$ cat config.mk
export PLATFORM = sky130hd
export DESIGN_NAME = i2c_slave_read_word_flat
export DESIGN_NICKNAME = d
export VERILOG_FILES = /design/src/rtl/i2c_pkg.sv /design/src/rtl/i2c_slave_read_word_if.sv /design/src/rtl/i2c_edge_detect.sv /design/src/rtl/i2c_slave_read_word.sv /design/src/flat_wrapper.sv
export SDC_FILE = /design/constraint.sdc
export NUM_CORES = 1
export LEC_CHECK = 0
export BUFFER_PORTS_ARGS = -buffer_cell sky130_fd_sc_hd__buf_2
export CELL_PAD_IN_SITES_DETAIL_PLACEMENT = 1
export CELL_PAD_IN_SITES_GLOBAL_PLACEMENT = 2
export CORE_AREA = 2 2 72 74
export DETAILED_ROUTE_END_ITERATION = 7
export DIE_AREA = 0 0 74 76
export PLACE_DENSITY = 0.63
export SYNTH_ARGS = -nofsm -noshare
export SYNTH_HDL_FRONTEND = slang
export SYNTH_SLANG_ARGS = --single-unit
$ cat constraint.sdc
create_clock -name clock -period 2.59 [get_ports clock]
set_clock_uncertainty 0.05 [all_clocks]
set_input_delay 0.259 -clock clock [delete_from_list [all_inputs] [get_ports clock]]
set_output_delay 0.259 -clock clock [all_outputs]
set_load 0.005 [all_outputs]
$ cat src/rtl/i2c_pkg.sv
// Shared types for the I2C slave word receiver: FSM state encoding and
// the bit-count width helper.
package i2c_pkg;

   typedef enum logic [1:0] {
      ST_IDLE,
      ST_HIGH,
      ST_LOW,
      ST_DONE
   } state_e;

   // Width needed to hold a count of 0..n inclusive.
   function automatic int unsigned bit_count_width(input int unsigned n);
      return $clog2(n + 1);
   endfunction

endpackage

$ cat src/rtl/i2c_slave_read_word_if.sv
// Bus between the receive engine (slave modport) and the control FSM /
// bit-level front end (master modport).
interface i2c_slave_read_word_if
   import i2c_pkg::*;
#(
   parameter int unsigned DATA_WIDTH = 8
);
   localparam int unsigned CW = bit_count_width(DATA_WIDTH);

   logic                  enable;
   logic                  scl;
   logic                  sda;
   logic [DATA_WIDTH-1:0] data;
   logic                  finish;
   logic                  error;
   logic                  busy;
   logic [CW-1:0]         bit_count;

   modport slave (
      input  enable, scl, sda,
      output data, finish, error, busy, bit_count
   );

   modport master (
      output enable, scl, sda,
      input  data, finish, error, busy, bit_count
   );

endinterface

$ cat src/rtl/i2c_edge_detect.sv
// Registers synchronised SCL/SDA and flags SCL edges and any SDA change.
module i2c_edge_detect (
   input  logic clock,
   input  logic reset_n,
   input  logic scl_i,
   input  logic sda_i,
   output logic scl_rise_o,
   output logic scl_fall_o,
   output logic sda_change_o
);

   logic scl_last_q;
   logic sda_last_q;

   // Idle bus level is high, so resetting to 1 avoids a false edge.
   always_ff @(posedge clock or negedge reset_n) begin
      if (!reset_n) begin
         scl_last_q <= 1'b1;
         sda_last_q <= 1'b1;
      end else begin
         scl_last_q <= scl_i;
         sda_last_q <= sda_i;
      end
   end

   assign scl_rise_o   = ~scl_last_q & scl_i;
   assign scl_fall_o   = scl_last_q & ~scl_i;
   assign sda_change_o = sda_last_q ^ sda_i;

endmodule

$ cat src/rtl/i2c_slave_read_word.sv
// I2C slave receive engine: shifts one DATA_WIDTH word per SCL rising edge.
// Optional SCL stall timeout enabled by defining I2C_SLAVE_READ_TIMEOUT_EN.
module i2c_slave_read_word
   import i2c_pkg::*;
#(
   parameter int unsigned DATA_WIDTH     = 8,
   parameter bit          MSB_FIRST      = 1'b1,
   parameter int unsigned TIMEOUT_CYCLES = 4096
) (
   input  logic                 clock,
   input  logic                 reset_n,
   i2c_slave_read_word_if.slave bus
);

   localparam int unsigned CW = bit_count_width(DATA_WIDTH);

   if (DATA_WIDTH < 2 || DATA_WIDTH > 32 || TIMEOUT_CYCLES < 1) begin : g_param_check
      $error("i2c_slave_read_word: DATA_WIDTH must be 2..32 and TIMEOUT_CYCLES >= 1");
   end

   state_e                state_q;
   logic [DATA_WIDTH-1:0] shift_q;
   logic [DATA_WIDTH-1:0] shift_d;
   logic [DATA_WIDTH-1:0] shift_first;
   logic [DATA_WIDTH-1:0] data_q;
   logic [CW-1:0]         cnt_q;
   logic                  finish_q;
   logic                  error_q;
   logic                  scl_rise;
   logic                  scl_fall;
   logic                  sda_change;
   logic                  start;
   logic                  timeout;

   i2c_edge_detect u_edge (
      .clock        (clock),
      .reset_n      (reset_n),
      .scl_i        (bus.scl),
      .sda_i        (bus.sda),
      .scl_rise_o   (scl_rise),
      .scl_fall_o   (scl_fall),
      .sda_change_o (sda_change)
   );

   assign start = bus.enable & bus.scl;

   always_comb begin
      shift_d     = '0;
      shift_first = '0;
      if (MSB_FIRST) begin
         shift_d     = {shift_q[DATA_WIDTH-2:0], bus.sda};
         shift_first = {{(DATA_WIDTH-1){1'b0}}, bus.sda};
      end else begin
         shift_d     = {bus.sda, shift_q[DATA_WIDTH-1:1]};
         shift_first = {bus.sda, {(DATA_WIDTH-1){1'b0}}};
      end
   end

`ifdef I2C_SLAVE_READ_TIMEOUT_EN
   localparam int unsigned TW = $clog2(TIMEOUT_CYCLES + 1);
   logic [TW-1:0] stall_q;
   logic          in_word;

   assign in_word = (state_q == ST_HIGH) || (state_q == ST_LOW);
   assign timeout = in_word && !(scl_rise || scl_fall) && (stall_q == TW'(TIMEOUT_CYCLES - 1));

   always_ff @(posedge clock or negedge reset_n) begin
      if (!reset_n) begin
         stall_q <= '0;
      end else if (in_word && !(scl_rise || scl_fall)) begin
         stall_q <= stall_q + TW'(1);
      end else begin
         stall_q <= '0;
      end
   end
`else
   assign timeout = 1'b0;
`endif

   // Accepted enable overrides the current state, including DONE: finish is
   // already registered for that cycle, so the completed word still reports.
   always_ff @(posedge clock or negedge reset_n) begin
      if (!reset_n) begin
         state_q  <= ST_IDLE;
         shift_q  <= '0;
         data_q   <= '0;
         cnt_q    <= '0;
         finish_q <= 1'b0;
         error_q  <= 1'b0;
      end else begin
         finish_q <= 1'b0;
         if (start) begin
            error_q <= 1'b0;
            shift_q <= shift_first;
            cnt_q   <= CW'(1);
            state_q <= ST_HIGH;
         end else begin
            unique case (state_q)
               ST_IDLE: ;
               ST_HIGH: begin
                  if (bus.scl && sda_change) begin
                     error_q <= 1'b1;
                     cnt_q   <= '0;
                     state_q <= ST_IDLE;
                  end else if (scl_fall) begin
                     if (cnt_q == CW'(DATA_WIDTH)) begin
                        data_q   <= shift_q;
                        finish_q <= 1'b1;
                        cnt_q    <= '0;
                        state_q  <= ST_DONE;
                     end else begin
                        state_q <= ST_LOW;
                     end
                  end
               end
               ST_LOW: begin
                  if (scl_rise) begin
                     shift_q <= shift_d;
                     cnt_q   <= cnt_q + CW'(1);
                     state_q <= ST_HIGH;
                  end
               end
               ST_DONE: state_q <= ST_IDLE;
            endcase
            if (timeout) begin
               error_q <= 1'b1;
               cnt_q   <= '0;
               state_q <= ST_IDLE;
            end
         end
      end
   end

   assign bus.data      = data_q;
   assign bus.finish    = finish_q;
   assign bus.error     = error_q;
   assign bus.busy      = (state_q != ST_IDLE);
   assign bus.bit_count = cnt_q;

endmodule

$ cat src/flat_wrapper.sv
// flat-port wrapper written by rule: the top's interface ports become plain ports
module i2c_slave_read_word_flat import i2c_pkg::*;
#(
   parameter int unsigned DATA_WIDTH     = 8,
   parameter bit          MSB_FIRST      = 1'b1,
   parameter int unsigned TIMEOUT_CYCLES = 4096
)
  (clock, reset_n, bus_enable, bus_scl, bus_sda, bus_data, bus_finish, bus_error, bus_busy, bus_bit_count);
  i2c_slave_read_word_if #(.DATA_WIDTH(DATA_WIDTH)) bus_i ();
  input  logic clock;
  input  logic reset_n;
  input wire logic [$bits(bus_i.enable)-1:0] bus_enable;
  input wire logic [$bits(bus_i.scl)-1:0] bus_scl;
  input wire logic [$bits(bus_i.sda)-1:0] bus_sda;
  output wire logic [$bits(bus_i.data)-1:0] bus_data;
  output wire logic [$bits(bus_i.finish)-1:0] bus_finish;
  output wire logic [$bits(bus_i.error)-1:0] bus_error;
  output wire logic [$bits(bus_i.busy)-1:0] bus_busy;
  output wire logic [$bits(bus_i.bit_count)-1:0] bus_bit_count;
  assign bus_i.enable = bus_enable;
  assign bus_i.scl = bus_scl;
  assign bus_i.sda = bus_sda;
  assign bus_data = bus_i.data;
  assign bus_finish = bus_i.finish;
  assign bus_error = bus_i.error;
  assign bus_busy = bus_i.busy;
  assign bus_bit_count = bus_i.bit_count;
  i2c_slave_read_word #(.DATA_WIDTH(DATA_WIDTH), .MSB_FIRST(MSB_FIRST), .TIMEOUT_CYCLES(TIMEOUT_CYCLES)) u_core (.clock(clock), .reset_n(reset_n), .bus(bus_i));
endmodule
==> results.md, run 1 <==
* Non-filler cells, final at 209
* Detail Placement HPWL at 2272 µm
* Post-CTS Setup Inserts at 0
* Fraction of layout cells with a size suffix above 1 at 26.62%
* Starting Density at 27.53%
* Final GP Congestion at 0.7700
* Peak VDD IR at 0.2968 mV
* Antenna diodes at 0
* Top Layer Used: met4
* Die area at 5624 µm²
* Synth Warn # at 0
* Total Routed Length at 3070 µm
* Clk Latency, worst-skew pair at 0.28 ns
* Reg clk slew, reported paths at 0.10 ns
* Worst Setup Path Type: flip-flop to flip-flop
* TritonCTS buffer count at 3
* Crit Path Max Fanout at 9
* CTS sink cnt at 26
* Final min period at 2.200 ns
* Layout area overhead at 18.32%
* Seq/Total Area, Yosys at 48.29%
* WP data arrival at 2.32 ns
* Cell count after synthesis at 118
* Met2 WL at 1542 µm
* Vias per std cell at 4.679
* Unrepaired setup endpoints after global routing: false
* CP bufs+invs at 1
* Avg Inst Size Synth at 11.46 µm²
* Die X at 74 µm
* Status: finished, final reports clean
* DR WL/cell at 14.69 µm
* Post-synth top flop: dfrtp_1
* CTS Root Cell: clkbuf_8
* Fin nets at 153
* DRT iter0 DRCs at 18
* Crit. End Element: flip-flop
* # fillers at 553
* Gr ovfl total at 0
* DR pass1 iterations at 4
* H-tree depth at 1
* Slowest-stage cell, CP: dfrtp_1
* CP startpoint kind: flip-flop
* Worst path top cell family by delay: simple AND/OR/NAND/NOR gates
* Area contributors post-synth: dfrtp_1, mux2_4, ha_1
* Cell count after placement at 204
* Maxcap violations at 0
* Synth Register Bits at 26
* HP Class: input pin to flip-flop
* Quantity of gates resized following cts at 0
* GR Util All Layers at 11.94%
* Post-synth EDFFs at 0
* Core area at 4912 µm²
* Largest net degree at the start of global routing at 27
* Vias at 978
* First-pass GRT wire length at 5216 µm
* Metal1 wirelength at 1389 µm
* Antenna violations before repair at 0
* Worst-Margin Slew at 0.6070 ns
* IO Pins at 20
* Setup tns final at 0 ns
* Count of pins over their slew limit at 0
* Area leader, netlist: dfrtp_1
* Drc violations at 0
* Leakage at 0.7709 nW
* Power per Cell Area at 847.9 nW/µm²
* Post-synth ARST share at 100.0%
* Bufs on Longest Clock Path at 2
* Max incr delay on CP at 0.45 ns
* Final hold violations at 0
* Die Span Y at 76 µm
* Met3 wire length at 80 µm
* Fmax at 454.6 MHz
* I/O Buffers at 19
* Post-route ant nets at 0
* Hold Buf Count CTS at 1
* Data required, critical path at 2.71 ns
* Rows at 26
* Setup violators final at 0
* Number of global-route vias before repair at 1,083
* CTS tree: built
* CP Cell Sequence: inv_1 > ha_1 > nand3b_1 > or3b_1 > or2_1 > mux2_4
* Mapped Nets at 131
* Final Cycle Share at 84.94%
* Slew HR at 59.53%
* Synth top area share at 44.40%
* Post-Syn Area at 1353 µm²
* Unique masters post-synth at 40
[area by class of cell]
type	count	area, µm²	share of cell area, %
Clock buffer	3	41.29	2.580
Timing Repair Buffer	21	112.6	7.037
Inverter	14	52.55	3.284
Sequential cell	26	653.1	40.81
Clock inverter	1	30.03	1.876
Tap cell	70	87.58	5.473
Multi-Input combinational cell	74	623.1	38.94
[sequential cells by signal, indices dropped and copies added (netlist names)]
name and count:
u_core.u_edge.sda_last_q 1, u_core.bus.error 1, u_core.shift_q 8, u_core.bus.bit_count 4
u_core.state_q 2, u_core.u_edge.scl_last_q 1, u_core.bus.data 8, u_core.bus.finish 1
[path summary, 6_finish.rpt]
check | from | to | slack (ns) | cells after the start
setup / recovery | u_core.bus.bit_count[0]$_DFFE_PN0P_ | u_core.bus.data[4]$_DFFE_PN0P_ | 0.39 | 6
hold / removal | bus_sda | u_core.u_edge.sda_last_q$_DFF_PN1_ | 0.04 | 1
setup reg to reg | u_core.bus.bit_count[0]$_DFFE_PN0P_ | u_core.bus.data[4]$_DFFE_PN0P_ | 0.39 | 6
hold reg to reg | u_core.bus.data[2]$_DFFE_PN0P_ | u_core.bus.data[2]$_DFFE_PN0P_ | 0.46 | 1
max in group asynchronous | reset_n | u_core.shift_q[6]$_DFFE_PN0P_ | 1.62 | 2
min in group asynchronous | reset_n | u_core.shift_q[2]$_DFFE_PN0P_ | 0.47 | 2
[through the flow]
| step | worst slack [ns] | power (mW) | hold WS (ns) | cell area, µm² | utilization, % |
|---|---|---|---|---|---|
| floorplan | 0.6597 | 0.8677 | -0.08659 | 1353 | - |
| global placement | 0.4741 | 1.008 | 0.2414 | 1519 | 30.92 |
| detailed placement | 0.3924 | 1.016 | 0.2560 | 1519 | 30.92 |
| CTS | 0.3703 | 1.380 | 0.03215 | 1600 | 32.58 |
| global route | 0.2594 | 1.467 | 0.02596 | 1600 | 32.58 |
| finish | 0.3901 | 1.357 | 0.04240 | 1600 | 32.58 |
[synthesized netlist by cell type (2+ instances only)]
library cell,count
nor2_1,2
mux2_2,2
a22o_1,2
a21oi_1,2
ha_1,8
o21ai_0,5
a22oi_1,5
dfstp_2,2
inv_1,14
dfrtp_1,24
nand2_1,3
nand2b_1,4
nor2b_1,3
o22ai_1,5
clkbuf_1,2
a2111oi_0,2
mux2_4,8
a31oi_1,3
[placed cells by master, fill, tap and decap left out, types with 2 or more instances in the layout]
| master | Yosys | final |
|---|---|---|
| dfrtp_1 | 24 | 24 |
| buf_2 | 1 | 19 |
| inv_1 | 14 | 14 |
| mux2_4 | 8 | 8 |
| ha_1 | 8 | 8 |
| a22oi_1 | 5 | 5 |
| o22ai_1 | 5 | 5 |
| o21ai_0 | 5 | 5 |
| nand2b_1 | 4 | 4 |
| nor2b_1 | 3 | 3 |
| a31oi_1 | 3 | 3 |
| nand2_1 | 3 | 3 |
| clkbuf_8 | 0 | 3 |
| a22o_1 | 2 | 2 |
| nor2_1 | 2 | 2 |
| mux2_2 | 2 | 2 |
| a21oi_1 | 2 | 2 |
| a2111oi_0 | 2 | 2 |
| dfstp_2 | 2 | 2 |
[kinds of logic after synthesis]
| logic type | Yosys count | share of synthesized area [%] |
|---|---|---|
| AOI/OAI and AO/OA | 33 | 17.67 |
| xor gates and xnor gates | 1 | 0.6477 |
| adders and majority gates | 8 | 7.401 |
| buffers and inverters | 18 | 5.643 |
| DFF | 26 | 48.29 |
| muxes | 11 | 11.29 |
| and+or+nand+nor | 21 | 9.067 |
[power by group]
part,internal [mW],switching (mW)
Sequential,0.473,0.0704
Combinational,0.207,0.257
Clock,0.207,0.142
Total,0.887,0.469
[routing by layer]
layer,up-vias,global-route usage [%]
met5,-,0
met4,0,3.818
met3,6,2.778
met1,487,14.80
li1,468,-
met2,17,20.09
[worst register-to-register path, delay by kind of cell (launching register included)]
| family | cells | cell delay (ns) |
|---|---|---|
| and+or+nand+nor | 3 | 0.96 |
| muxes | 1 | 0.38 |
| buffers and inverters | 1 | 0.10 |
| DFF | 1 | 0.45 |
| adders and majority gates | 1 | 0.14 |
No activity file was read; power rests on OpenSTA's default activity.
==> run 2, diff against run 1 <==
--- a/config.mk
+++ b/config.mk
@@ -5,13 +5,14 @@
 export SDC_FILE = /design/constraint.sdc
 export NUM_CORES = 1
 export LEC_CHECK = 0
+export ABC_AREA = 1
 export BUFFER_PORTS_ARGS = -buffer_cell sky130_fd_sc_hd__buf_2
 export CELL_PAD_IN_SITES_DETAIL_PLACEMENT = 1
 export CELL_PAD_IN_SITES_GLOBAL_PLACEMENT = 2
-export CORE_AREA = 2 2 72 74
+export CORE_AREA = 2 2 71 73
 export DETAILED_ROUTE_END_ITERATION = 7
-export DIE_AREA = 0 0 74 76
-export PLACE_DENSITY = 0.63
+export DIE_AREA = 0 0 73 75
+export PLACE_DENSITY = 0.7
 export SYNTH_ARGS = -nofsm -noshare
 export SYNTH_HDL_FRONTEND = slang
 export SYNTH_SLANG_ARGS = --single-unit
==> constraint.sdc (replaced) <==
create_clock -name clock -period 1.8 [get_ports clock]
set_clock_uncertainty 0.05 [all_clocks]
set_input_delay 0.18 -clock clock [delete_from_list [all_inputs] [get_ports clock]]
set_output_delay 0.18 -clock clock [all_outputs]
set_load 0.005 [all_outputs]
==> run 2 against run 1 <==
Net effect:
- clock-buffer cell count is 1 higher
- critical path type unchanged
- clock power down 3%
- sequential power up 46%
- worst hold slack lost 0.0092 ns
- largest power group unchanged
- highest routed layer unchanged
==> results.md, run 2 <==
* Status: finished, final reports clean
* Bufs on Longest Clock Path at 2 (unchanged)
* Most common cell in the netlist: nand2_1
* Worst Setup Path Type: flip-flop to flip-flop
* Final hold violations at 0 (unchanged)
* Slew HR at 59.31% (-0.22 points)
* Most common cell after layout, fill and taps aside: nand2_1
* CP Cell Sequence: inv_1 > ha_1 > inv_1 > o31ai_4 > buf_12 > nand3_1 > o21ai_0
* FF-to-FF setup slack at 0.21 ns (-0.18 ns)
* Worst-Margin Slew at 0.6103 ns (+0.003337 ns)
* PnR Total Power at 1.785 mW (+32%)
* Starting Density at 28.35% (+0.81 points)
* Post-route ant nets at 0 (unchanged)
* Design Area, Final at 1555 µm² (-2.8%)
* Total Routed Length at 2858 µm (-6.9%)
* Data required, critical path at 1.93 ns (-0.78 ns)
* Synth cell count leaders: nand2_1, dfrtp_1, inv_1
* Synth top area share at 45.45% (+1.1 points)
* Unrepaired setup endpoints after global routing: false
* Post-synth EDFFs at 0 (unchanged)
* CTS Root Cell: clkbuf_8
* Die X at 73 µm (-1.4%)
* TritonCTS buffer count at 3 (unchanged)
* Area leader, netlist: dfrtp_1
* Post-synth top flop: dfrtp_1
* Fmax at 628.8 MHz (+38%)
* Final GP Congestion at 0.7597 (-1.3%)
* GR Util All Layers at 11.96% (+0.019 points)
* CP bufs+invs at 3 (+2)
* Post-Synth XOR/XNOR Area at 1.326% (+0.68 points)
* Peak VDD IR at 0.3468 mV (+17%)
* Crit. End Element: flip-flop
* I/O Buffers at 19 (unchanged)
* DRT iter0 DRCs at 30 (+12)
* Cell count after synthesis at 146 (+24%)
* CP startpoint kind: flip-flop
* CTS sink cnt at 26 (unchanged)
* Worst path top cell family by delay: flip-flops
* Seq/Total Area, Yosys at 49.43% (+1.1 points)
* Slowest-stage cell, CP: dfrtp_1
* Final hold slack at 0.03316 ns (-0.009246 ns)
* Compound-gate portion of the synthesized area at 11.55% (-6.1 points)
* Maxcap violations at 0 (unchanged)
* Count of pins over their slew limit at 0 (unchanged)
* Vias at 1,020 (+4.3%)
* H-tree depth at 1 (unchanged)
* Cell mode on critical path: inv_1
* Vias per std cell at 4.574 (-2.3%)
* DR WL/cell at 12.82 µm (-13%)
* Final min period at 1.590 ns (-0.6097 ns)
* WP data arrival at 1.72 ns (-0.60 ns)
* IO Pins at 20 (unchanged)
* Setup tns final at 0 ns (unchanged)
* # fillers at 577 (+4.3%)
* Cell count after placement at 217 (+6.4%)
* Fraction of layout cells with a size suffix above 1 at 23.08% (-3.5 points)
* Gr ovfl total at 0 (unchanged)
* Antenna diodes at 0 (unchanged)
* Clk Latency, worst-skew pair at 0.27 ns (about the same)
* DR pass1 iterations at 4 (unchanged)
* Most frequent cells in the layout: nand2_1, inv_1, dfrtp_1, buf_2
* Max incr delay on CP at 0.44 ns (about the same)
* Crit Path Max Fanout at 16 (+7)
* Largest family of logic cells by synthesized area: simple AND/OR/NAND/NOR gates
* Mapped Nets at 159 (+21%)
* Detail Placement HPWL at 2118 µm (-6.8%)
* Layout area overhead at 17.71%
* Number of global-route vias before repair at 1,090 (+0.65%)
* Leakage at 0.7879 nW (+2.2%)
* Largest net degree at the start of global routing at 27 (unchanged)
* Post-synthesis mux area share at 0% (-11 points)
* HP Class: input pin to flip-flop
* Die area at 5475 µm² (-2.6%)
* Reg clk slew, reported paths at 0.08 ns (-0.02 ns)
* Core area at 4661 µm² (-5.1%)
* Setup violators final at 0 (unchanged)
* Unique masters post-synth at 24 (-40%)
* Final Cycle Share at 88.35% (+3.4 points)
* Drc violations at 0 (unchanged)
* Rows at 25 (-3.8%)
* Avg Inst Size Synth at 9.050 µm² (-21%)
* Fin nets at 183 (+20%)
* Power per Cell Area at 1148 nW/µm² (+35%)
* Simple logic cell fraction of the synthesized area at 20.55% (+11 points)
* Non-filler cells, final at 223 (+6.7%)
* Synth Warn # at 0 (unchanged)
* Area contributors post-synth: dfrtp_1, ha_1, nand2_1
* Post-Syn Area at 1321 µm² (-2.3%)
* First-pass GRT wire length at 5064 µm (-2.9%)
* Post-synth ARST share at 100.0% (unchanged)
* Synth Register Bits at 26 (unchanged)
* Synth Area in Adders at 7.576% (+0.18 points)
* CTS tree: built
* Placed cell area at 1480 µm² (-2.6%)
* Die Span Y at 75 µm (-1.3%)
* Antenna violations before repair at 0 (unchanged)
[run 2: cell count changes after synthesis, moves of 4 or more]
cell,delta
inv_1,+10
o21ai_1,+8
nand3_1,+11
nand2b_1,-4
o21ai_0,+7
a22oi_1,-5
nand2_1,+23
nor2_1,+6
mux2_4,-8
o22ai_1,-5
[run 2: cell families after synthesis]
group | after synthesis
AOI/OAI and AO/OA | 25
adders and majority gates | 8
DFF | 26
and+or+nand+nor | 56
xor gates and xnor gates | 2
buffers and inverters | 29
[run 2: worst paths after layout]
kind | start | cells past startpoint | endpoint
worst max-delay path | u_core.state_q[0]$_DFFE_PN0P_ | 7 | u_core.shift_q[4]$_DFFE_PN0P_
worst min-delay path | bus_scl | 1 | u_core.u_edge.scl_last_q$_DFF_PN1_
worst max register to register | u_core.state_q[0]$_DFFE_PN0P_ | 7 | u_core.shift_q[4]$_DFFE_PN0P_
worst min register to register | u_core.bus.data[3]$_DFFE_PN0P_ | 2 | u_core.bus.data[3]$_DFFE_PN0P_
max in group asynchronous | reset_n | 2 | u_core.bus.data[3]$_DFFE_PN0P_
min in group asynchronous | reset_n | 2 | u_core.bus.bit_count[0]$_DFFE_PN0P_
[run 2: worst reg2reg max path, cell delays in order, from the launching register on]
cell and delay [ns]:
dfrtp_1 0.44, inv_1 0.13, ha_1 0.16, inv_1 0.11
o31ai_4 0.28, buf_12 0.18, nand3_1 0.07, o21ai_0 0.09
[run 2: timing repair]
action | in CTS | in global routing
endpoints found under the setup margin | 0 | 7
buffers inserted | 0 | 0
resized for setup | 0 | 2
endpoints found under the hold margin | 25 | 0
hold buffers | 2 | 0
[run 2: final cells by class]
cell class / instances / area (µm²) / area share (%)
flip-flops and latches: 26 / 653.1 / 42.00
multi-input cells: 91 / 551.8 / 35.48
repair buffers: 22 / 135.1 / 8.689
inverters: 26 / 102.6 / 6.597
well taps: 54 / 67.56 / 4.344
clock buffers: 4 / 45.04 / 2.896
[run 2: power by group]
group	leakage [nW]	internal [mW]	switching, mW	total (mW)
sequential	0.345	0.698	0.0951	0.794
clock	0.0228	0.158	0.182	0.340
combinational	0.420	0.244	0.408	0.652
[run 2: per-layer routing]
metal | track usage [%] | part of all wire, %
met1 | 15.44 | 49
met2 | 19.92 | 48
met3 | 3.213 | 3.2
met4 | 3.086 | 0.59
met5 | 0 | 0
[run 2: per-stage QoR]
| stage | setup slack [ns] | util [%] |
|---|---|---|
| 3_3_place_gp | 0.2580 | 31.76 |
| 6_report | 0.2097 | 33.37 |
| 3_5_place_dp | 0.1072 | 31.76 |
| 4_1_cts | 0.08848 | 33.15 |
| 5_1_grt | 0.06417 | 33.37 |
| 2_1_floorplan | 0.3391 | - |
